==> config.mk <==
export PLATFORM = sky130hd
export DESIGN_NAME = button_conditioner
export DESIGN_NICKNAME = d
export VERILOG_FILES = /design/src/rtl/button_conditioner.sv
export SDC_FILE = /design/constraint.sdc
export NUM_CORES = 1
export LEC_CHECK = 0
export ABC_AREA = 1
export BUFFER_PORTS_ARGS = -buffer_cell sky130_fd_sc_hd__buf_4
export CAP_MARGIN = 20
export CORE_MARGIN = 2
export CORE_UTILIZATION = 39
export DETAILED_ROUTE_END_ITERATION = 8
export PLACE_DENSITY = 0.53
export SKIP_CTS_REPAIR_TIMING = 1
export SLEW_MARGIN = 40
export SYNTH_ARGS = -nofsm -noshare
export SYNTH_HDL_FRONTEND = slang
export SYNTH_SLANG_ARGS = --single-unit
==> constraint.sdc <==
create_clock -name clk -period 2.15 [get_ports clk]
set_input_delay 0.215 -clock clk [delete_from_list [all_inputs] [get_ports clk]]
set_output_delay 0.215 -clock clk [all_outputs]
set_load 0.01 [all_outputs]
==> src/rtl/button_conditioner.sv <==
// rtl/button_conditioner.sv - sync/debounce raw push-buttons into clean controls for the clock/calendar block
// Optional hold-to-repeat on up/down is compiled in when AUTO_REPEAT_EN is defined.
module button_conditioner #(
  parameter int DEBOUNCE_CYCLES = 500000,
  parameter int HOLD_CYCLES     = 100000000,
  parameter int REPEAT_DELAY    = 25000000,
  parameter int REPEAT_RATE     = 10000000,
  parameter int CNT_W           = 28
) (
  input  logic clk,
  input  logic reset,
  input  logic btn_up,
  input  logic btn_down,
  input  logic btn_change,
  input  logic btn_reset,
  output logic up,
  output logic down,
  output logic change,
  output logic clear_req,
  output logic any_held
);

  localparam int K_UP   = 0;
  localparam int K_DOWN = 1;
  localparam int K_CHG  = 2;
  localparam int K_RST  = 3;

  localparam logic [CNT_W-1:0] L_ONE       = CNT_W'(1);
  localparam logic [CNT_W-1:0] L_DB_LAST   = CNT_W'(DEBOUNCE_CYCLES - 1);
  localparam logic [CNT_W-1:0] L_HOLD_LAST = CNT_W'(HOLD_CYCLES - 1);
`ifdef AUTO_REPEAT_EN
  localparam logic [CNT_W-1:0] L_RD_LAST   = CNT_W'(REPEAT_DELAY - 1);
  localparam logic [CNT_W-1:0] L_RR_LAST   = CNT_W'(REPEAT_RATE - 1);

  typedef enum logic [1:0] {S_IDLE, S_FIRST, S_REPEAT} key_state_t;
`else
  typedef enum logic {S_IDLE, S_FIRST} key_state_t;
`endif

  typedef enum logic [1:0] {R_IDLE, R_HOLD, R_DONE} rkey_state_t;

  if (DEBOUNCE_CYCLES < 2 || HOLD_CYCLES <= DEBOUNCE_CYCLES ||
      REPEAT_DELAY < 1 || REPEAT_RATE < 1 || CNT_W < 2) begin : g_param_check
    $error("button_conditioner: illegal parameter set");
  end

  logic [3:0]       w_raw;
  logic [3:0]       r_sync1;
  logic [3:0]       r_sync2;
  logic [3:0]       w_stable;
  logic [3:0]       w_stable_nxt;
  logic [3:0]       w_done;
  logic [3:0]       w_rise;
  logic [1:0]       w_key_pulse;

  rkey_state_t      r_rstate;
  logic [CNT_W-1:0] r_hcnt;
  logic             r_clear;
  logic             r_change;
  logic             r_any_held;
  logic             w_rst_fall;
  logic             w_clear_fire;
  logic             w_kill;

  assign w_raw = {btn_reset, btn_change, btn_down, btn_up};

  always_ff @(posedge clk or negedge reset) begin
    if (!reset) begin
      r_sync1 <= '0;
      r_sync2 <= '0;
    end else begin
      r_sync1 <= w_raw;
      r_sync2 <= r_sync1;
    end
  end

  // Debounce: a level change is accepted on the DEBOUNCE_CYCLES-th consecutive differing edge.
  for (genvar g = 0; g < 4; g++) begin : g_db
    logic             r_stable;
    logic [CNT_W-1:0] r_cnt;
    logic             w_diff;

    assign w_diff          = r_sync2[g] != r_stable;
    assign w_done[g]       = w_diff && (r_cnt == L_DB_LAST);
    assign w_rise[g]       = w_done[g] && !r_stable;
    assign w_stable[g]     = r_stable;
    assign w_stable_nxt[g] = r_stable ^ w_done[g];

    always_ff @(posedge clk or negedge reset) begin
      if (!reset) begin
        r_stable <= 1'b0;
        r_cnt    <= '0;
      end else begin
        r_stable <= w_stable_nxt[g];
        if (w_diff && !w_done[g]) begin
          r_cnt <= r_cnt + L_ONE;
        end else begin
          r_cnt <= '0;
        end
      end
    end
  end

  assign w_rst_fall   = w_done[K_RST] && w_stable[K_RST];
  assign w_clear_fire = (r_rstate == R_HOLD) && !w_rst_fall && (r_hcnt == L_HOLD_LAST);
  // Once clear fires, up/down stay idle until the reset key is released.
  assign w_kill       = w_clear_fire || (r_rstate == R_DONE);

`ifdef AUTO_REPEAT_EN
  logic w_both_held;
  assign w_both_held = w_stable[K_UP] && w_stable[K_DOWN];
`endif

  for (genvar k = 0; k < 2; k++) begin : g_key
    key_state_t r_state;
    logic       r_pulse;
    logic       w_fall;
`ifdef AUTO_REPEAT_EN
    logic [CNT_W-1:0] r_rcnt;
`endif

    assign w_fall         = w_done[k] && w_stable[k];
    assign w_key_pulse[k] = r_pulse;

    always_ff @(posedge clk or negedge reset) begin
      if (!reset) begin
        r_state <= S_IDLE;
        r_pulse <= 1'b0;
`ifdef AUTO_REPEAT_EN
        r_rcnt  <= '0;
`endif
      end else begin
        r_pulse <= 1'b0;
        if (w_kill || w_fall) begin
          r_state <= S_IDLE;
        end else begin
          case (r_state)
            S_IDLE: begin
              if (w_rise[k]) begin
                r_state <= S_FIRST;
                r_pulse <= 1'b1;
`ifdef AUTO_REPEAT_EN
                r_rcnt  <= '0;
`endif
              end
            end
`ifdef AUTO_REPEAT_EN
            S_FIRST: begin
              if (!w_both_held) begin
                if (r_rcnt == L_RD_LAST) begin
                  r_state <= S_REPEAT;
                  r_pulse <= 1'b1;
                  r_rcnt  <= '0;
                end else begin
                  r_rcnt <= r_rcnt + L_ONE;
                end
              end
            end
            S_REPEAT: begin
              if (!w_both_held) begin
                if (r_rcnt == L_RR_LAST) begin
                  r_pulse <= 1'b1;
                  r_rcnt  <= '0;
                end else begin
                  r_rcnt <= r_rcnt + L_ONE;
                end
              end
            end
`endif
            default: ;
          endcase
        end
      end
    end
  end

  always_ff @(posedge clk or negedge reset) begin
    if (!reset) begin
      r_rstate <= R_IDLE;
      r_hcnt   <= '0;
      r_clear  <= 1'b0;
    end else begin
      r_clear <= w_clear_fire;
      case (r_rstate)
        R_IDLE: begin
          if (w_rise[K_RST]) begin
            r_rstate <= R_HOLD;
            r_hcnt   <= '0;
          end
        end
        R_HOLD: begin
          if (w_rst_fall) begin
            r_rstate <= R_IDLE;
          end else if (w_clear_fire) begin
            r_rstate <= R_DONE;
          end else begin
            r_hcnt <= r_hcnt + L_ONE;
          end
        end
        R_DONE: begin
          if (w_rst_fall) begin
            r_rstate <= R_IDLE;
          end
        end
        default: r_rstate <= R_IDLE;
      endcase
    end
  end

  always_ff @(posedge clk or negedge reset) begin
    if (!reset) begin
      r_change   <= 1'b0;
      r_any_held <= 1'b0;
    end else begin
      r_change   <= r_change ^ (w_rise[K_CHG] && !w_stable[K_RST]);
      r_any_held <= |w_stable_nxt;
    end
  end

  assign up        = w_key_pulse[K_UP];
  assign down      = w_key_pulse[K_DOWN];
  assign change    = r_change;
  assign clear_req = r_clear;
  assign any_held  = r_any_held;

endmodule

==> results of run 1 <==
flip-flops by register name, indices dropped and copies added, names as in the netlist:
name / cells
down: 1
change: 1
r_sync2: 4
up: 1
any_held: 1
g_db.r_stable: 4
g_key.r_state: 2
g_db.r_cnt: 112
r_hcnt: 28
r_sync1: 4
r_rstate: 2
clear_req: 1
logic make-up (layout without fill, tap and decap cells):
group | after synthesis | after routing | share of synthesized area, %
buf+inv | 168 | 210 | 7.57
fa+ha+maj | 5 | 5 | 0.642
compound gates | 29 | 29 | 1.58
xor+xnor | 82 | 82 | 7.37
simple gates | 948 | 948 | 41.5
flops | 161 | 161 | 41.3
layer usage:
layer	track usage (%)	part of all wire [%]
met2	31.7	47
met4	5.71	1.7
met1	25.7	49
met5	0	0
met3	2.58	2.0
worst max-delay path: cells and delay by family, from the launching register on:
kind,cells,cell delay (ps)
adders and majority gates,1,280
buffers and inverters,1,340
DFF,1,420
AOI/OAI and AO/OA,1,210
and+or+nand+nor,5,590
Yosys cell counts:
cell type,n
nand3b_1,3
nand4_1,26
clkinv_2,1
nor3_2,3
o21a_1,1
or2_0,1
nand3_4,3
xnor2_1,21
buf_8,2
nor3b_1,6
buf_12,1
ha_1,5
nand3_2,2
nor2_2,11
nand3_1,100
or2_2,3
nor2_1,323
clkbuf_1,2
o21ai_2,1
buf_6,5
o21ai_0,11
nand2_2,8
buf_4,8
dfrtp_1,161
inv_2,15
nand2_4,2
inv_1,134
xor2_1,61
o211ai_1,1
nor2_8,1
nand2_1,398
nor2_4,2
nand4_4,1
a21oi_1,15
nor3_1,55
how the worst min path moves through the flow:
stage                         to  slack (ps)  depth (start not counted)
3_5_place_dp   g_db[2].r_cnt[25]         180                          1
5_1_grt        g_db[2].r_cnt[25]         310                          2
4_1_cts        g_db[2].r_cnt[25]        -280                          1
6_report       g_db[2].r_cnt[22]         280                          2
2_1_floorplan           any_held         -80                          0
3_3_place_gp   g_db[2].r_cnt[25]         180                          1
power by group through the flow:
stage,logic [mW],registers (mW),clock network [mW]
after floorplan,0.0770,3.13,0
after global placement,0.184,3.13,0
after detailed placement,0.185,3.13,0
after CTS,0.186,3.08,3.21
after global routing,0.216,3.08,3.33
final,0.184,3.08,3.11
layout make-up:
| cell class | count | area [µm²] | share of cell area, % |
|---|---|---|---|
| clock inverters | 9 | 135 | 1.24 |
| flip-flops and latches | 161 | 4030 | 37.0 |
| inverters | 150 | 566 | 5.20 |
| clock buffers | 20 | 457 | 4.20 |
| repair buffers | 31 | 312 | 2.86 |
| multi-input cells | 1064 | 4980 | 45.8 |
| well taps | 324 | 405 | 3.73 |
==> summary.txt, run 1 <==
Critical path
  – Worst Setup SP: g_db[0].r_cnt[0]
  – Worst r2r dst: g_db[0].r_cnt[26]
  – Critical path's slowest cell: dfrtp_1
  – Reg2reg setup slack: 240 ps
  – Crit path cell chain: ha_1 -> nand2_1 -> nor2_1 -> nand4_1 -> nor2_2 -> nor2_2 -> clkinv_2 -> a21oi_1
  – CP Launch Type: flop
  – Critical Path AT: 2270 ps
  – Crit Path Class: flop to flop
  – WP data required: 2500 ps
  – Worst r2r src: g_db[0].r_cnt[0]
  – Crit-path max cell delay: between 400 and 500 ps
  – Cells on worst reg2reg path: 8
  – Setup crit end kind: flop
  – Crit-path most repeated cell: nor2_2
  – Worst setup path end: g_db[0].r_cnt[26]
  – CP Max Fanout: 22

Cells and area
  – # fillers: 2535
  – Nets: 1436
  – Area growth syn-to-layout: 11.7%
  – Commonest cells after routing, fill and taps aside: nand2_1, nor2_1, dfrtp_1, inv_1, nand3_1
  – Final Non-Filler Cells: 1759
  – Final Cell Area: 10900 µm²
  – N_diodes: 0
  – Share of layout cells above drive strength 1: 7.46%
  – Core Util, Final: between 40% and 50%
  – Commonest non-fill, non-tap cell in the layout: nand2_1

Placed design
  – Placed cell area: 10200 µm²
  – Final HPWL DP: 17700 µm
  – Gpl congestion: 0.914
  – Number of buffers added on ports: 10
  – Dpl cells: roughly 1700
  – Post-place setup slack: 221 ps

Power and ir drop
  – Reg power frac: 48.3%
  – Switch share: 21.9%
  – Comb power frac: 2.9%
  – VDD IR max: 484 µV
  – Leak: 4.54 nW
  – Tot Pwr: 6.37 mW
  – Clk network pwr share: 48.8%
  – Switch Pwr: 1.39 mW
  – P per Cell Area: slightly below 600 nW/µm²
  – P_int: 4.98 mW

Route
  – Final ANT Viol Nets: 0
  – Routed vias/inst: about 4.8
  – Vias: 8364
  – Final WL: 23500 µm
  – Drt wl/cell: 13.4 µm
  – Drt pass-1 iters: 5
  – Initial DRC Count: 526
  – DR DRC count: 0

Logic synthesis
  – FF+latch count, synth: around 160
  – Largest area contributor in the netlist: dfrtp_1
  – Post-synthesis sequential area ratio: between 40% and 50%
  – Syn_nets: between 1000 and 1500
  – Syn Inst Count: between 1000 and 1500
  – Netlist Area Pre-Place: slightly below 10000 µm²
  – Post-synth cell types: 35
  – Post-synth top area share: 41.3%
  – Avg Inst Size Synth: 7.00 µm²
  – Synth area leaders: dfrtp_1, nand2_1, nor2_1, xor2_1, inv_1
  – Yosys Warn Count: 0

Clocking
  – CTS sink count: 161
  – Total CTS buffers: 17
  – Skew-Pair Late Insertion Delay: 430 ps
  – H-tree Lvls: 4
  – Clock root cell: clkbuf_16
  – Clk buf depth: 2
  – CTS clock-pin slew for the worst setup and hold paths: about 70 ps
  – TritonCTS clock tree: built

STA
  – Worst slew pin tran: ~470 ps
  – Final min period: roughly 1900 ps
  – # setup viols final: 0
  – Clock skew: 14.0 ps
  – Relative slew slack: 68.3%
  – Pins Over Slew Limit: 0
  – RSZ-0062 raised after global routing: no
  – Fin worst setup slack: about 240 ps
  – Peak Freq: between 500 and 600 MHz
  – Min Hold Slack: around 280 ps
  – Setup tns final: 0 ps
  – Final period utilization: 89.0%
  – Hold Vio Cnt, Final: 0

Die
  – Die width: roughly 160 µm
  – DIE AREA: 26300 µm²
  – Rows: 57
  – I/O pin count: 11
  – CORE AREA: 24500 µm²
  – Vert. Die Dim: 162 µm
  – Initial Util: 39.8%

GRT
  – Initial antenna violation count: 0
  – Global Route Usage Sum: 19.0%
  – Grt total ovfl: 0
  – Vias in the first global route: 8219
  – Largest net degree at the start of global routing: 62
  – Global-route wire length before repair: 40300 µm

Worst hold path
  – Hold WC Path Type: primary input to async pin

Job
  – Max_cap viols: 0

Status
  – Run status: complete, no violations
Power figures use the tool's default switching activity.
==> run 2: changes to the inputs <==
MAX_ROUTING_LAYER = met4   (was not set)
==> run 2 against run 1 <==
Critical path depth is the same. Clock skew shrank 3.9 ps. Wire length grew 1.7%. Design area grew 1.0%. Register-to-register slack lost 20 ps. Worst hold slack lost 48 ps. First-iteration DRC count shrank 5.5%. Sequential power is essentially flat. Core utilization grew 0.47 points. Sequential share of layout area shrank 0.38 points. Critical path type unchanged. Largest cell class unchanged.
==> summary.txt, run 2 (synthesis results as in run 1) <==
Placed design
  – Number of buffers added on ports: 10 (unchanged)
  – Final HPWL DP: 17900 µm (was 17700 µm)
  – Placed cell area: 10200 µm² (about the same)
  – Gpl congestion: 0.919 (was 0.914)

STA
  – Clock skew: 10.1 ps (was 14.0 ps)
  – Peak Freq: 518 MHz (was 523 MHz)
  – Final min period: 1930 ps (was 1910 ps)
  – Pins Over Slew Limit: 0 (unchanged)
  – Relative slew slack: 64.1% (was 68.3%)
  – Min Hold Slack: 233 ps (was 281 ps)
  – Hold Vio Cnt, Final: 0 (unchanged)
  – # setup viols final: 0 (unchanged)
  – RSZ-0062 raised after global routing: no (unchanged)
  – Worst slew pin tran: 537 ps (was 475 ps)
  – Setup tns final: 0 ps (unchanged)
  – Final period utilization: 89.9% (was 89.0%)

GRT
  – M2 GR Usage: 31.8% (was 31.7%)
  – Global-route wire length before repair: 40800 µm (was 40300 µm)
  – Initial antenna violation count: 0 (unchanged)
  – Vias in the first global route: 8232 (was 8219)
  – Grt peak-use layer: met2 (unchanged)
  – Largest net degree at the start of global routing: 67 (was 62)
  – Grt met1 use: 26.0% (was 25.7%)
  – Grt total ovfl: 0 (unchanged)
  – Global Route Usage Sum: 19.9% (was 19.0%)
  – Met3 Use GR: 2.86% (was 2.58%)

Cells and area
  – Largest regs: g_db.r_cnt x112, r_hcnt x28 (unchanged)
  – Share of layout cells above drive strength 1: 7.52% (was 7.46%)
  – N_diodes: 0 (unchanged)
  – Nets: 1434 (was 1436)
  – Final Cell Area: 11000 µm² (was 10900 µm²)
  – Largest register FFs: 112 (unchanged)
  – Commonest cells after routing, fill and taps aside: nand2_1, nor2_1, dfrtp_1, inv_1, nand3_1 (unchanged)
  – Top reg by flops: g_db.r_cnt (unchanged)
  – Area growth syn-to-layout: 12.8% (was 11.7%)
  – Commonest non-fill, non-tap cell in the layout: nand2_1 (unchanged)
  – Core Util, Final: 45.0% (was 44.5%)

Job
  – Max_cap viols: 0 (unchanged)

Route
  – Drt wl/cell: 13.6 µm (was 13.4 µm)
  – Initial DRC Count: 497 (was 526)
  – Final ANT Viol Nets: 0 (unchanged)
  – Drt pass-1 iters: 5 (unchanged)
  – DR DRC count: 0 (unchanged)
  – Vias: 8413 (was 8364)
  – Routed vias/inst: 4.78 (was 4.75)
  – Final WL: 23900 µm (was 23500 µm)

Clocking
  – TritonCTS clock tree: built (unchanged)
  – CTS sink count: 161 (unchanged)
  – Total CTS buffers: 17 (unchanged)
  – Clock root cell: clkbuf_16 (unchanged)
  – CTS clock-pin slew for the worst setup and hold paths: 70 ps (about the same)
  – Skew-Pair Late Insertion Delay: 430 ps (about the same)
  – Clk buf depth: 2 (unchanged)
  – H-tree Lvls: 4 (unchanged)

Critical path
  – WP data required: 2450 ps (was 2500 ps)
  – Critical Path AT: 2230 ps (was 2270 ps)
  – CP Launch Type: flop (unchanged)
  – CP Max Fanout: 22 (unchanged)
  – Crit Path Class: flop to flop (unchanged)
  – Setup crit end kind: flop (unchanged)

Die
  – Vert. Die Dim: 162 µm (unchanged)
  – DIE AREA: 26300 µm² (unchanged)
  – Rows: 57 (unchanged)
  – Die width: 162 µm (unchanged)
  – CORE AREA: 24500 µm² (unchanged)
  – Initial Util: 39.8% (unchanged)
  – I/O pin count: 11 (unchanged)

Power and ir drop
  – Leak: 4.60 nW (was 4.54 nW)
  – VDD IR max: 444 µV (was 484 µV)
  – P per Cell Area: 636 nW/µm² (was 586 nW/µm²)
  – Tot Pwr: 6.99 mW (was 6.37 mW)

Status
  – Run status: complete, no violations (unchanged)

Worst hold path
  – Hold WC Path Type: primary input to async pin (unchanged)
## run 2: cell types whose count changed in the layout (fill, tap and decap cells not counted)
cell	before	now
clkbuf_8	2	1
clkinv_2	3	2
buf_4	20	18
bufinv_16	3	8
clkinv_4	2	1
clkinvlp_4	3	1
inv_6	0	2
inv_2	14	15
## run 2: final timing paths
kind | startpoint | endpoint | slack [ps] | cells after the start
worst min-delay path | reset | g_db[2].r_cnt[25] | 230 | 2
worst max-delay path | g_db[0].r_cnt[0] | g_db[0].r_cnt[16] | 220 | 8
worst min register to register | r_sync1[2] | r_sync2[2] | 350 | 0
max in group asynchronous | reset | g_db[1].r_cnt[0] | 1270 | 3
min in group clk | r_sync1[2] | r_sync2[2] | 350 | 0
worst max register to register | g_db[0].r_cnt[0] | g_db[0].r_cnt[16] | 220 | 8
## run 2: where the power goes
group	switching (mW)	internal (mW)
clock	1.28	2.45
sequential	0.0225	3.05
combinational	0.127	0.0548
## run 2: through the flow
step | std cells | setup slack (ps)
after floorplan | 1393 | 455
after global placement | 1723 | 300
after detailed placement | 1723 | 223
after CTS | 1755 | 223
after global routing | 1760 | 38.0
final | 1760 | 218
## run 2: worst max-delay path, stage by stage (launching register included)
cell	delay (ps)
dfrtp_1	410
ha_1	260
nand2_1	90
nor2_1	200
nand4_1	140
nor2_2	200
nor2_2	110
inv_2	290
nor2_1	90
## run 2: cell type report
class | instances | area, µm²
Clock buffer | 19 | 443
Sequential cell | 161 | 4030
Clock inverter | 13 | 279
Tap cell | 324 | 405
Timing Repair Buffer | 29 | 297
Fill cell | 2536 | 13500
Multi-Input combinational cell | 1064 | 4980
Inverter | 150 | 564
## run 2: layer usage
layer / share of wire (%) / up-vias
met5: 0 / -
met4: 2.1 / 0
met3: 2.6 / 41
met2: 47 / 112
met1: 48 / 3874
li1: - / 4386
